`src/rtl/race_counter_bank.sv`:
```
// Multi-channel race-event counter bank: pipelined R-ary popcount tree per channel,
// saturating/wrapping accumulators with sticky overflow, threshold flags and a read(-and-clear) port.
module race_counter_bank #(
   parameter int unsigned NUM_CHANNELS   = 4,
   parameter int unsigned INPUT_WIDTH    = 256,
   parameter int unsigned COUNTER_WIDTH  = 32,
   parameter int unsigned REDUCTION_SIZE = 4,
   parameter int unsigned DEPTH          = 4,
   parameter int unsigned SATURATE       = 1,
   parameter logic [COUNTER_WIDTH-1:0] THRESHOLD = {1'b1, {(COUNTER_WIDTH-1){1'b0}}},
   localparam int unsigned CH_W = (NUM_CHANNELS > 1) ? $clog2(NUM_CHANNELS) : 1
) (
   input  logic                                    clk,
   input  logic                                    rst,
   input  logic [NUM_CHANNELS*INPUT_WIDTH-1:0]     race_occured_in,
   input  logic [NUM_CHANNELS-1:0]                 clear_in,
   input  logic                                    rd_req_valid_in,
   output logic                                    rd_req_ready_out,
   input  logic [CH_W-1:0]                         rd_req_channel_in,
   input  logic                                    rd_req_clear_in,
   output logic                                    rd_rsp_valid_out,
   input  logic                                    rd_rsp_ready_in,
   output logic [CH_W-1:0]                         rd_rsp_channel_out,
   output logic [COUNTER_WIDTH-1:0]                rd_rsp_count_out,
   output logic                                    rd_rsp_overflow_out,
   output logic [NUM_CHANNELS*COUNTER_WIDTH-1:0]   race_count_out,
   output logic [NUM_CHANNELS-1:0]                 overflow_out,
   output logic [NUM_CHANNELS-1:0]                 threshold_out
);

   // min(R^k, INPUT_WIDTH): largest event count a level-k node can hold
   function automatic int unsigned span(input int unsigned k);
      int unsigned p = 1;
      for (int unsigned i = 0; i < k; i++) begin
         if (p < INPUT_WIDTH) p = p * REDUCTION_SIZE;
      end
      return (p < INPUT_WIDTH) ? p : INPUT_WIDTH;
   endfunction

   function automatic int unsigned num_levels();
      int unsigned p = 1;
      int unsigned l = 0;
      for (int unsigned i = 0; i < 32; i++) begin
         if (p < INPUT_WIDTH) begin
            p = p * REDUCTION_SIZE;
            l = l + 1;
         end
      end
      return l;
   endfunction

   function automatic int unsigned nodes(input int unsigned k);
      int unsigned n = INPUT_WIDTH;
      for (int unsigned i = 0; i < k; i++) n = (n + REDUCTION_SIZE - 1) / REDUCTION_SIZE;
      return n;
   endfunction

   localparam int unsigned LEVELS = num_levels();
   localparam int unsigned STAGES = DEPTH - 1;
   localparam int unsigned INCR_W = $clog2(INPUT_WIDTH + 1);
   localparam int unsigned SUM_W  = ((COUNTER_WIDTH > INCR_W) ? COUNTER_WIDTH : INCR_W) + 1;

   // Spread the DEPTH-1 register stages evenly over the LEVELS+1 level boundaries
   function automatic int unsigned regs_at(input int unsigned b);
      return ((b + 1) * STAGES) / (LEVELS + 1) - (b * STAGES) / (LEVELS + 1);
   endfunction

   logic rd_accept;
   logic [NUM_CHANNELS*COUNTER_WIDTH-1:0] rd_cnt_masked;
   logic [NUM_CHANNELS-1:0]               rd_ovf_masked;
   logic [COUNTER_WIDTH-1:0]              rd_sel_count;
   logic                                  rd_sel_ovf;
   logic                                  rsp_valid_q;
   logic [CH_W-1:0]                       rsp_channel_q;
   logic [COUNTER_WIDTH-1:0]              rsp_count_q;
   logic                                  rsp_ovf_q;

   for (genvar k = 0; k <= LEVELS; k++) begin : g_lvl
      localparam int unsigned W  = $clog2(span(k) + 1);
      localparam int unsigned N  = nodes(k);
      localparam int unsigned NR = regs_at(k);
      localparam int unsigned FW = NUM_CHANNELS * N * W;
      logic [FW-1:0] sum_v;
      logic [FW-1:0] out_v;

      if (k == 0) begin : g_src
         assign sum_v = race_occured_in;
      end else begin : g_add
         localparam int unsigned PW = $clog2(span(k - 1) + 1);
         localparam int unsigned PN = nodes(k - 1);
         for (genvar c = 0; c < NUM_CHANNELS; c++) begin : g_ch
            for (genvar i = 0; i < N; i++) begin : g_node
               localparam int unsigned NT = (PN - i * REDUCTION_SIZE < REDUCTION_SIZE) ?
                                            PN - i * REDUCTION_SIZE : REDUCTION_SIZE;
               logic [NT*PW-1:0] ops;
               logic [W-1:0]     acc;
               assign ops = g_lvl[k-1].out_v[(c*PN + i*REDUCTION_SIZE)*PW +: NT*PW];
               always_comb begin
                  acc = '0;
                  for (int unsigned j = 0; j < NT; j++) acc = acc + W'(PW'(ops >> (j * PW)));
               end
               assign sum_v[(c*N + i)*W +: W] = acc;
            end
         end
      end

      if (NR == 0) begin : g_comb
         assign out_v = sum_v;
      end else begin : g_pipe
         for (genvar s = 0; s < NR; s++) begin : g_stg
            logic [FW-1:0] q;
            if (s == 0) begin : g_first
               always_ff @(posedge clk) begin
                  if (rst) q <= '0;
                  else     q <= sum_v;
               end
            end else begin : g_next
               always_ff @(posedge clk) begin
                  if (rst) q <= '0;
                  else     q <= g_stg[s-1].q;
               end
            end
         end
         assign out_v = g_stg[NR-1].q;
      end
   end

   assign rd_req_ready_out = !rst && (!rsp_valid_q || rd_rsp_ready_in);
   assign rd_accept        = rd_req_valid_in && rd_req_ready_out;

   for (genvar c = 0; c < NUM_CHANNELS; c++) begin : g_ch
      logic [INCR_W-1:0]        incr;
      logic [COUNTER_WIDTH-1:0] count_q, count_d, base;
      logic [SUM_W-1:0]         sum;
      logic                     ovf_q, ovf_d, thr_q, thr_d;
      logic                     rd_match, rd_clr_hit;

      assign incr       = g_lvl[LEVELS].out_v[c*INCR_W +: INCR_W];
      assign rd_match   = (rd_req_channel_in == CH_W'(c));
      assign rd_clr_hit = rd_accept && rd_req_clear_in && rd_match;

      // Read-and-clear restarts accumulation from zero so this cycle's increment survives
      always_comb begin
         base    = rd_clr_hit ? '0 : count_q;
         sum     = SUM_W'(base) + SUM_W'(incr);
         count_d = sum[COUNTER_WIDTH-1:0];
         ovf_d   = ovf_q && !rd_clr_hit;
         if (|sum[SUM_W-1:COUNTER_WIDTH]) begin
            ovf_d = 1'b1;
            if (SATURATE != 0) count_d = '1;
         end
         if (clear_in[c]) begin
            count_d = '0;
            ovf_d   = 1'b0;
         end
         thr_d = !clear_in[c] && (count_d >= THRESHOLD);
      end

      always_ff @(posedge clk) begin
         if (rst) begin
            count_q <= '0;
            ovf_q   <= 1'b0;
            thr_q   <= 1'b0;
         end else begin
            count_q <= count_d;
            ovf_q   <= ovf_d;
            thr_q   <= thr_d;
         end
      end

      assign race_count_out[c*COUNTER_WIDTH +: COUNTER_WIDTH] = count_q;
      assign overflow_out[c]  = ovf_q;
      assign threshold_out[c] = thr_q;
      assign rd_cnt_masked[c*COUNTER_WIDTH +: COUNTER_WIDTH] = rd_match ? count_q : '0;
      assign rd_ovf_masked[c] = rd_match && ovf_q;
   end

   // Out-of-range channel indices match nothing and read back as zero
   always_comb begin
      rd_sel_count = '0;
      for (int unsigned c = 0; c < NUM_CHANNELS; c++)
         rd_sel_count = rd_sel_count | COUNTER_WIDTH'(rd_cnt_masked >> (c * COUNTER_WIDTH));
      rd_sel_ovf = |rd_ovf_masked;
   end

   always_ff @(posedge clk) begin
      if (rst) begin
         rsp_valid_q   <= 1'b0;
         rsp_channel_q <= '0;
         rsp_count_q   <= '0;
         rsp_ovf_q     <= 1'b0;
      end else if (rd_accept) begin
         rsp_valid_q   <= 1'b1;
         rsp_channel_q <= rd_req_channel_in;
         rsp_count_q   <= rd_sel_count;
         rsp_ovf_q     <= rd_sel_ovf;
      end else if (rd_rsp_ready_in) begin
         rsp_valid_q   <= 1'b0;
      end
   end

   assign rd_rsp_valid_out    = rsp_valid_q;
   assign rd_rsp_channel_out  = rsp_channel_q;
   assign rd_rsp_count_out    = rsp_count_q;
   assign rd_rsp_overflow_out = rsp_ovf_q;

endmodule

```
`config.mk`:
```
export PLATFORM = sky130hd
export DESIGN_NAME = race_counter_bank
export DESIGN_NICKNAME = d
export VERILOG_FILES = /design/src/rtl/race_counter_bank.sv
export SDC_FILE = /design/constraint.sdc
export NUM_CORES = 2
export LEC_CHECK = 0
export ABC_AREA = 1
export BUFFER_PORTS_ARGS = -buffer_cell sky130_fd_sc_hd__buf_2
export CAP_MARGIN = 25
export CORE_AREA = 2 2 477 479
export CTS_BUF_LIST = sky130_fd_sc_hd__clkbuf_8
export DETAILED_ROUTE_END_ITERATION = 8
export DIE_AREA = 0 0 479 481
export SYNTH_ARGS = -nofsm -noshare
export SYNTH_HDL_FRONTEND = slang
export SYNTH_SLANG_ARGS = --single-unit
```
`constraint.sdc`:
```
create_clock -name clk -period 6.3 [get_ports clk]
set_input_delay 0.63 -clock clk [delete_from_list [all_inputs] [get_ports clk]]
set_output_delay 0.63 -clock clk [all_outputs]
set_load 0.01 [all_outputs]
```
==> Word-level counts from Yosys, hierarchy flattened <==
Cells that the tools add are included.
{ "word_totals": {"ff_bits": 1088, "elab_cells": 1112, "out_inout_bits": 173, "in_bits": 1035} }
{ "op_classes": {"reduce_logical": 37, "add_sub_neg": 1024, "eq_ne": 3, "n_lt_le_gt_ge": 4, "mux": 22, "bitwise_logic": 3} }
{ "ops": {"columns": ["op", "n"], "rows": [
  ["adder 3 x 1 -> 3 bit", 274],
  ["adder 2 x 1 -> 3 bit", 238],
  ["adder 5 x 3 -> 5 bit", 128],
  ["adder 1 x 1 -> 2 bit", 256],
  ["two-way mux 32 bit", 16],
  ["adder 3 x 3 -> 4 bit", 64],
  ["adder 7 x 5 -> 7 bit", 32],
  ["adder 32 x 9 -> 33 bit", 4],
  [">= comparator 32 bit, second input constant", 4],
  ["adder 5 x 5 -> 6 bit", 16],
  ["OR 32 bit", 3],
  ["adder 9 x 7 -> 9 bit", 8],
  ["adder 7 x 7 -> 8 bit", 4],
  ["logical AND 1 bit", 19],
  ["logical NOT 1 bit", 10],
  ["OR reduction 2 bit", 4],
  ["two-way mux 1 bit", 6],
  ["== test 2 bit, second input constant", 2],
  ["OR reduction 4 bit", 1],
  ["== test 2 x 1 -> 1 bit, second input constant", 1],
  ["logical NOT 2 bit", 1],
  ["nonzero test 2 bit", 1],
  ["logical OR 1 bit", 1]
]} }

==> Longest topological paths before layout <==
{ "depth": {"depth_word": 12, "ltp_mapped": 23, "ltp_nobuf": 21} }

==> Worst setup path before layout <==
Ideal clock, no wire load.
{ "synth_path": {"path_type": "register -> register", "start": "register g_lvl[1].g_pipe.g_stg[0].q[528]", "end": "register g_lvl[3].g_pipe.g_stg[0].q[82]", "path_slack_ps": 1915, "t_arrival_ps": 4315, "n_path_buf": 0, "synth_period_minus_slack_ps": 4385, "stages_incl_launch_ff": 21, "path_cell_list": "dfxtp_1 > ha_1 > fa_1 > inv_1 > fa_1 > inv_1 > ha_1 > fa_1 > xor2_1 > ha_1 > a21oi_1 > nand2_1 > xor2_1 > fa_1 > inv_1 > ha_1 > inv_1 > nor3_1 > a211oi_1 > o21ai_0 > a21oi_1"} }
{ "synth_between": {"elab_chain_len": 6} }
{ "synth_rtl": {"columns": ["item", "line", "source"], "rows": [
  ["start, declared", "111", "logic [FW-1:0] q;"],
  ["start signal, assigned", "115", "else q <= sum_v;"],
  ["adder 3 x 3 -> 4 bit", "100", "for (int unsigned j = 0; j < NT; j++) acc = acc + W'(PW'(ops >> (j * PW)));"],
  ["adder 5 x 3 -> 5 bit (2 in a row)", "100", null],
  ["adder 5 x 5 -> 6 bit", "100", null],
  ["adder 7 x 5 -> 7 bit (2 in a row)", "100", null],
  ["end signal, assigned", "115", null],
  ["end, declared", "111", null]
]} }
Every way passes these cells.
A chain may end at the register's enable or synchronous reset.

==> Final worst setup path <==
{ "layout_path": {"start": "register g_lvl[1].g_pipe.g_stg[0].q[672]", "end": "register g_lvl[3].g_pipe.g_stg[0].q[103]"} }
Same word-level chain as after synthesis.

==> results.md <==
Outcome:
- The flow ran to the end, and the final reports show no timing, DRC or antenna violations.

Worst setup path:
- The critical path endpoint category is a flip-flop.
- The start-to-end type of the worst setup path is reg -> reg.
- The arrival time of data at the critical path endpoint is 5.55 ns.
- The startpoint class of the critical path is a flip-flop.
- The worst register-to-register path begins at g_lvl[1].g_pipe.g_stg[0].q[672].
- The worst-path maximum fanout is 4.
- The worst reg-to-reg setup slack is 1.59 ns.
- The depth of the most critical reg-to-reg path is 20.
- The worst register-to-register path ends at g_lvl[3].g_pipe.g_stg[0].q[103].
- The critical path required time is 7.14 ns.

Placed design:
- The post-placement worst setup slack is 1.58 ns.
- At the end of routability-driven placement, the weighted congestion stood at 0.937.
- The post-detailed-placement half-perimeter wirelength is 183000 microns.
- The placed instances occupy a cell area of 0.0882 sq mm.
- During placement, the flow inserted port buffers numbering 1207.

Cells and area:
- In the final design database the tool counted 14000 nets.
- The ratio of cells with drive above 1 in the final layout is 14.3%.
- Leaving out fill and tap cells, the most frequent cells in the layout are inv_1 (3367), buf_2 (1206), ha_1 (1148), nor2_1 (1128), dfxtp_1 (1088).
- The most common cell after layout, fill and taps aside is inv_1.
- Relative to the synthesized area, the layout overhead comes to 20.4%.
- The area of all placed cells without fillers is 0.0951 sq mm.
- The number of inserted filler cells in the final layout is 22900.
- The area of combinational cells with multiple inputs is 0.0440 sq mm.
- Registers take 0.0218 sq mm.

Min path:
- The hold path depth is 4.
- The worst hold path terminates at g_lvl[1].g_pipe.g_stg[0].q[384].
- The worst hold-check path type is in -> reg.
- The beginning of the worst hold path is race_occured_in[514].

Pwr:
- The static leakage power is 54.4 nW.
- Of the total power, registers draw 25.4%.
- For this design the total switching power over the nets is 13.8 mW.
- VDD sags by at most 0.000304 V.
- The switching share of power is 42.3%.
- The share of power burned in combinational logic is 52.6%.
- The ratio of total power to cell area is 344 mW/mm^2.
- The design internal power is 18.9 mW.
- The clock network is responsible for 21.9% of the overall power.

STA:
- The worst relative slew slack is 25.3%.
- The highest clock frequency the design can meet is 212 MHz.
- The summed negative setup slack over all endpoints is 0 ns.
- The final cycle utilization of the critical path is 74.7%.
- Setup repair after global routing left no endpoint under its margin.
- At the pin with the least slew margin, the transition time is 1.12 ns.
- The setup slack of the critical path after layout is 1.59 ns.
- The final hold violation count came to 0.
- The worst clock skew is 0.0407 ns.
- Setup violations remaining at the end of the flow were counted as 0.
- For the finished layout, the period the worst path requires is 4.71 ns.
- The final-report max-slew violation count is 0.

Floorplan:
- The overall die height is 481 microns.
- The region available for standard cell placement spans 0.226 sq mm.
- The total number of placement rows is 175.
- The die covers 0.230 sq mm.
- The width of the die is 479 microns.
- 1208 I/O pins were placed.
- The initial utilization of the core area, before any placement, comes to 35.0%.

Clocking:
- Clock-pin slew was measured on the worst setup and hold paths at 0.06 ns.
- The maximum root-to-sink buffer count is 3.
- The quantity of gates resized following cts is 0.
- The clock tree from TritonCTS is built.
- The number of sinks driven by the clock tree is 1088.
- Once the clock tree was built, the setup fixing pass inserted 0 buffers.
- The CTS buffer count is 198.
- The clock reaches the later pin of the worst-skew pair after 0.94 ns.
- The H-tree was split into 4 levels.
- The root buffer cell chosen for the clock tree is clkbuf_8.

Global route:
- The wire length of the first global-routing pass is 334000 microns.
- The largest net degree at the start of global routing is 196.
- Across every metal layer, demand over resource in global routing totals 18.7%.
- For this run the aggregate overflow at the end of global routing stands at 0.
- The via count of the first global-routing pass was 60900.
- The initial antenna violation count was 28.

Routing:
- The first detailed-routing pass ran for 5 iterations.
- In the detailed route, the total length drawn on met2 is 101000 microns.
- For this block, the routed nets add up to 216000 microns of wire.
- The average via count per standard cell is 4.22.
- In the routed design, unresolved DRC markers number 0.
- In this run the top signal layer used is met5.
- The average wire per cell in the routed design is 15.2 microns.
- After detailed routing, the met3 layer carries 10500 microns of wire.
- The routed length on met1 is 97100 microns.
- After the first detailed-routing iteration, the DRC count stood at 2406.
- The via count is 60100.
- The final antenna-violating net count is 0.

Synthesis:
- During synthesis, Yosys emitted a total of 0 warnings.
- The synthesized design contains 1088 register bits.
- The biggest area contributor in the post-synthesis netlist is dfxtp_1.
- The count of cell types in the netlist is 45.
- In this run the mean area of a mapped cell was 8.29 sq um.
- The share of synthesized area in the top cell type comes to 27.6%.
- The number of nets handed over by synthesis was 12400.
- Ranked by total cell area, the synthesized netlist is headed by dfxtp_1 (28%), fa_1 (18%), ha_1 (18%), inv_1 (16%), nor2_1 (5.4%).
- Summing the sequential cell areas from Yosys gives 27.6% of the chip area.
- Synthesis produced a netlist whose cell count is 9531.
- The synthesized netlist occupies a cell area of 0.0790 sq mm.

Job:
- Max-cap violations in this run came to 0.
[layer usage]
layer,vias to the layer above,GRT usage (%)
li1,30800,-
met1,27500,24.0
met2,1363,31.7
met3,342,3.23
met4,10,6.58
met5,-,0
[through the flow]
stage | hold slack [ns] | total power [mW] | utilization, % | std cells
after global placement | 0.459 | 25.5 | 39.1 | 13600
after global routing | 0.0235 | 36.5 | 42.1 | 14200
final | 0.130 | 32.7 | 42.1 | 14200
after CTS | 0.00115 | 33.3 | 42.1 | 14200
after detailed placement | 0.462 | 25.7 | 39.1 | 13600
after floorplan | 0.458 | 20.6 | - | 9531
[power groups by stage]
stage | combinational [mW] | sequential (mW) | clock, mW
floorplan | 12.4 | 8.28 | 0
global route | 20.3 | 8.42 | 7.75
finish | 17.2 | 8.32 | 7.18
global placement | 17.0 | 8.49 | 0
detailed placement | 17.2 | 8.49 | 0
CTS | 17.5 | 8.35 | 7.45
[critical path, stage by stage (launching register included)]
cell and delay [ns]:
dfxtp_1 0.32, ha_1 0.16, inv_1 0.05, fa_1 0.47, inv_1 0.05, fa_1 0.44
ha_1 0.24, fa_1 0.38, xor2_1 0.15, ha_1 0.35, a21oi_1 0.16, nand2_1 0.08
xor2_1 0.39, fa_1 0.47, inv_1 0.06, ha_1 0.23, inv_1 0.10, nor3_1 0.05
a211oi_1 0.21, o21ai_0 0.11, a21oi_1 0.14
[cell type report]
cell class,instances,share of cell area [%]
Multi-Input combinational cell,4959,46.2
Sequential cell,1088,22.9
Inverter,3319,13.1
Timing Repair Buffer,1485,9.28
Tap cell,3009,3.96
Clock buffer,244,3.53
Clock inverter,115,0.939
Antenna cell,19,0.0500
[kinds of logic (layout without fill, tap and decap cells)]
kind of cell,after synthesis,in the layout,synth area share (%)
AND/OR/NAND/NOR,2067,2067,10.9
AO/OA/AOI/OAI,752,752,5.20
flip-flops,1088,1088,27.6
XOR/XNOR,264,264,2.93
other,0,19,0
buffers and inverters,3484,5163,16.7
adder cells (fa/ha/maj),1876,1876,36.6
[cell usage after synthesis, drive strengths merged]
| library cell | n |
|---|---|
| nand2 | 562 |
| nor3 | 22 |
| dfxtp | 1088 |
| and2 | 13 |
| nand3b | 11 |
| buf | 29 |
| o211ai | 1 |
| a221oi | 3 |
| ha | 1148 |
| a31oi | 42 |
| inv | 3319 |
| xor2 | 138 |
| nand3 | 293 |
| nor2 | 1159 |
| clkbuf | 136 |
| a31o | 4 |
| o21ai | 151 |
| a211oi | 22 |
| a21o | 24 |
| a22o | 1 |
| nor2b | 1 |
| nand4 | 6 |
| xnor2 | 126 |
| fa | 728 |
| o22ai | 33 |
| o21bai | 25 |
| a21oi | 446 |
[what timing repair did]
action	CTS	global route
endpoints found under the setup margin	0	0
hold buffers	262	0
endpoints found under the hold margin	270	0
[worst max path at each step]
stage,start,end,slack [ns],cells after the start
after global placement,g_lvl[1].g_pipe.g_stg[0].q[540],g_lvl[3].g_pipe.g_stg[0].q[82],1.63,20
after detailed placement,g_lvl[1].g_pipe.g_stg[0].q[684],g_lvl[3].g_pipe.g_stg[0].q[103],1.58,20
final,g_lvl[1].g_pipe.g_stg[0].q[672],g_lvl[3].g_pipe.g_stg[0].q[103],1.59,20
after CTS,g_lvl[1].g_pipe.g_stg[0].q[672],g_lvl[3].g_pipe.g_stg[0].q[103],1.55,20
after floorplan,g_lvl[1].g_pipe.g_stg[0].q[528],g_lvl[3].g_pipe.g_stg[0].q[82],1.92,20
after global routing,g_lvl[1].g_pipe.g_stg[0].q[540],g_lvl[3].g_pipe.g_stg[0].q[82],1.25,19
[sequential cells by signal (all words and copies together), names as in the netlist]
name                  flops
rd_rsp_channel_out        2
g_lvl.g_pipe.g_stg.q    916
g_ch.ovf_q                4
rd_rsp_overflow_out       1
rd_rsp_valid_out          1
g_ch.thr_q                4
rd_rsp_count_out         32
g_ch.count_q            128
Note: power is estimated with default switching activity, not from simulation.
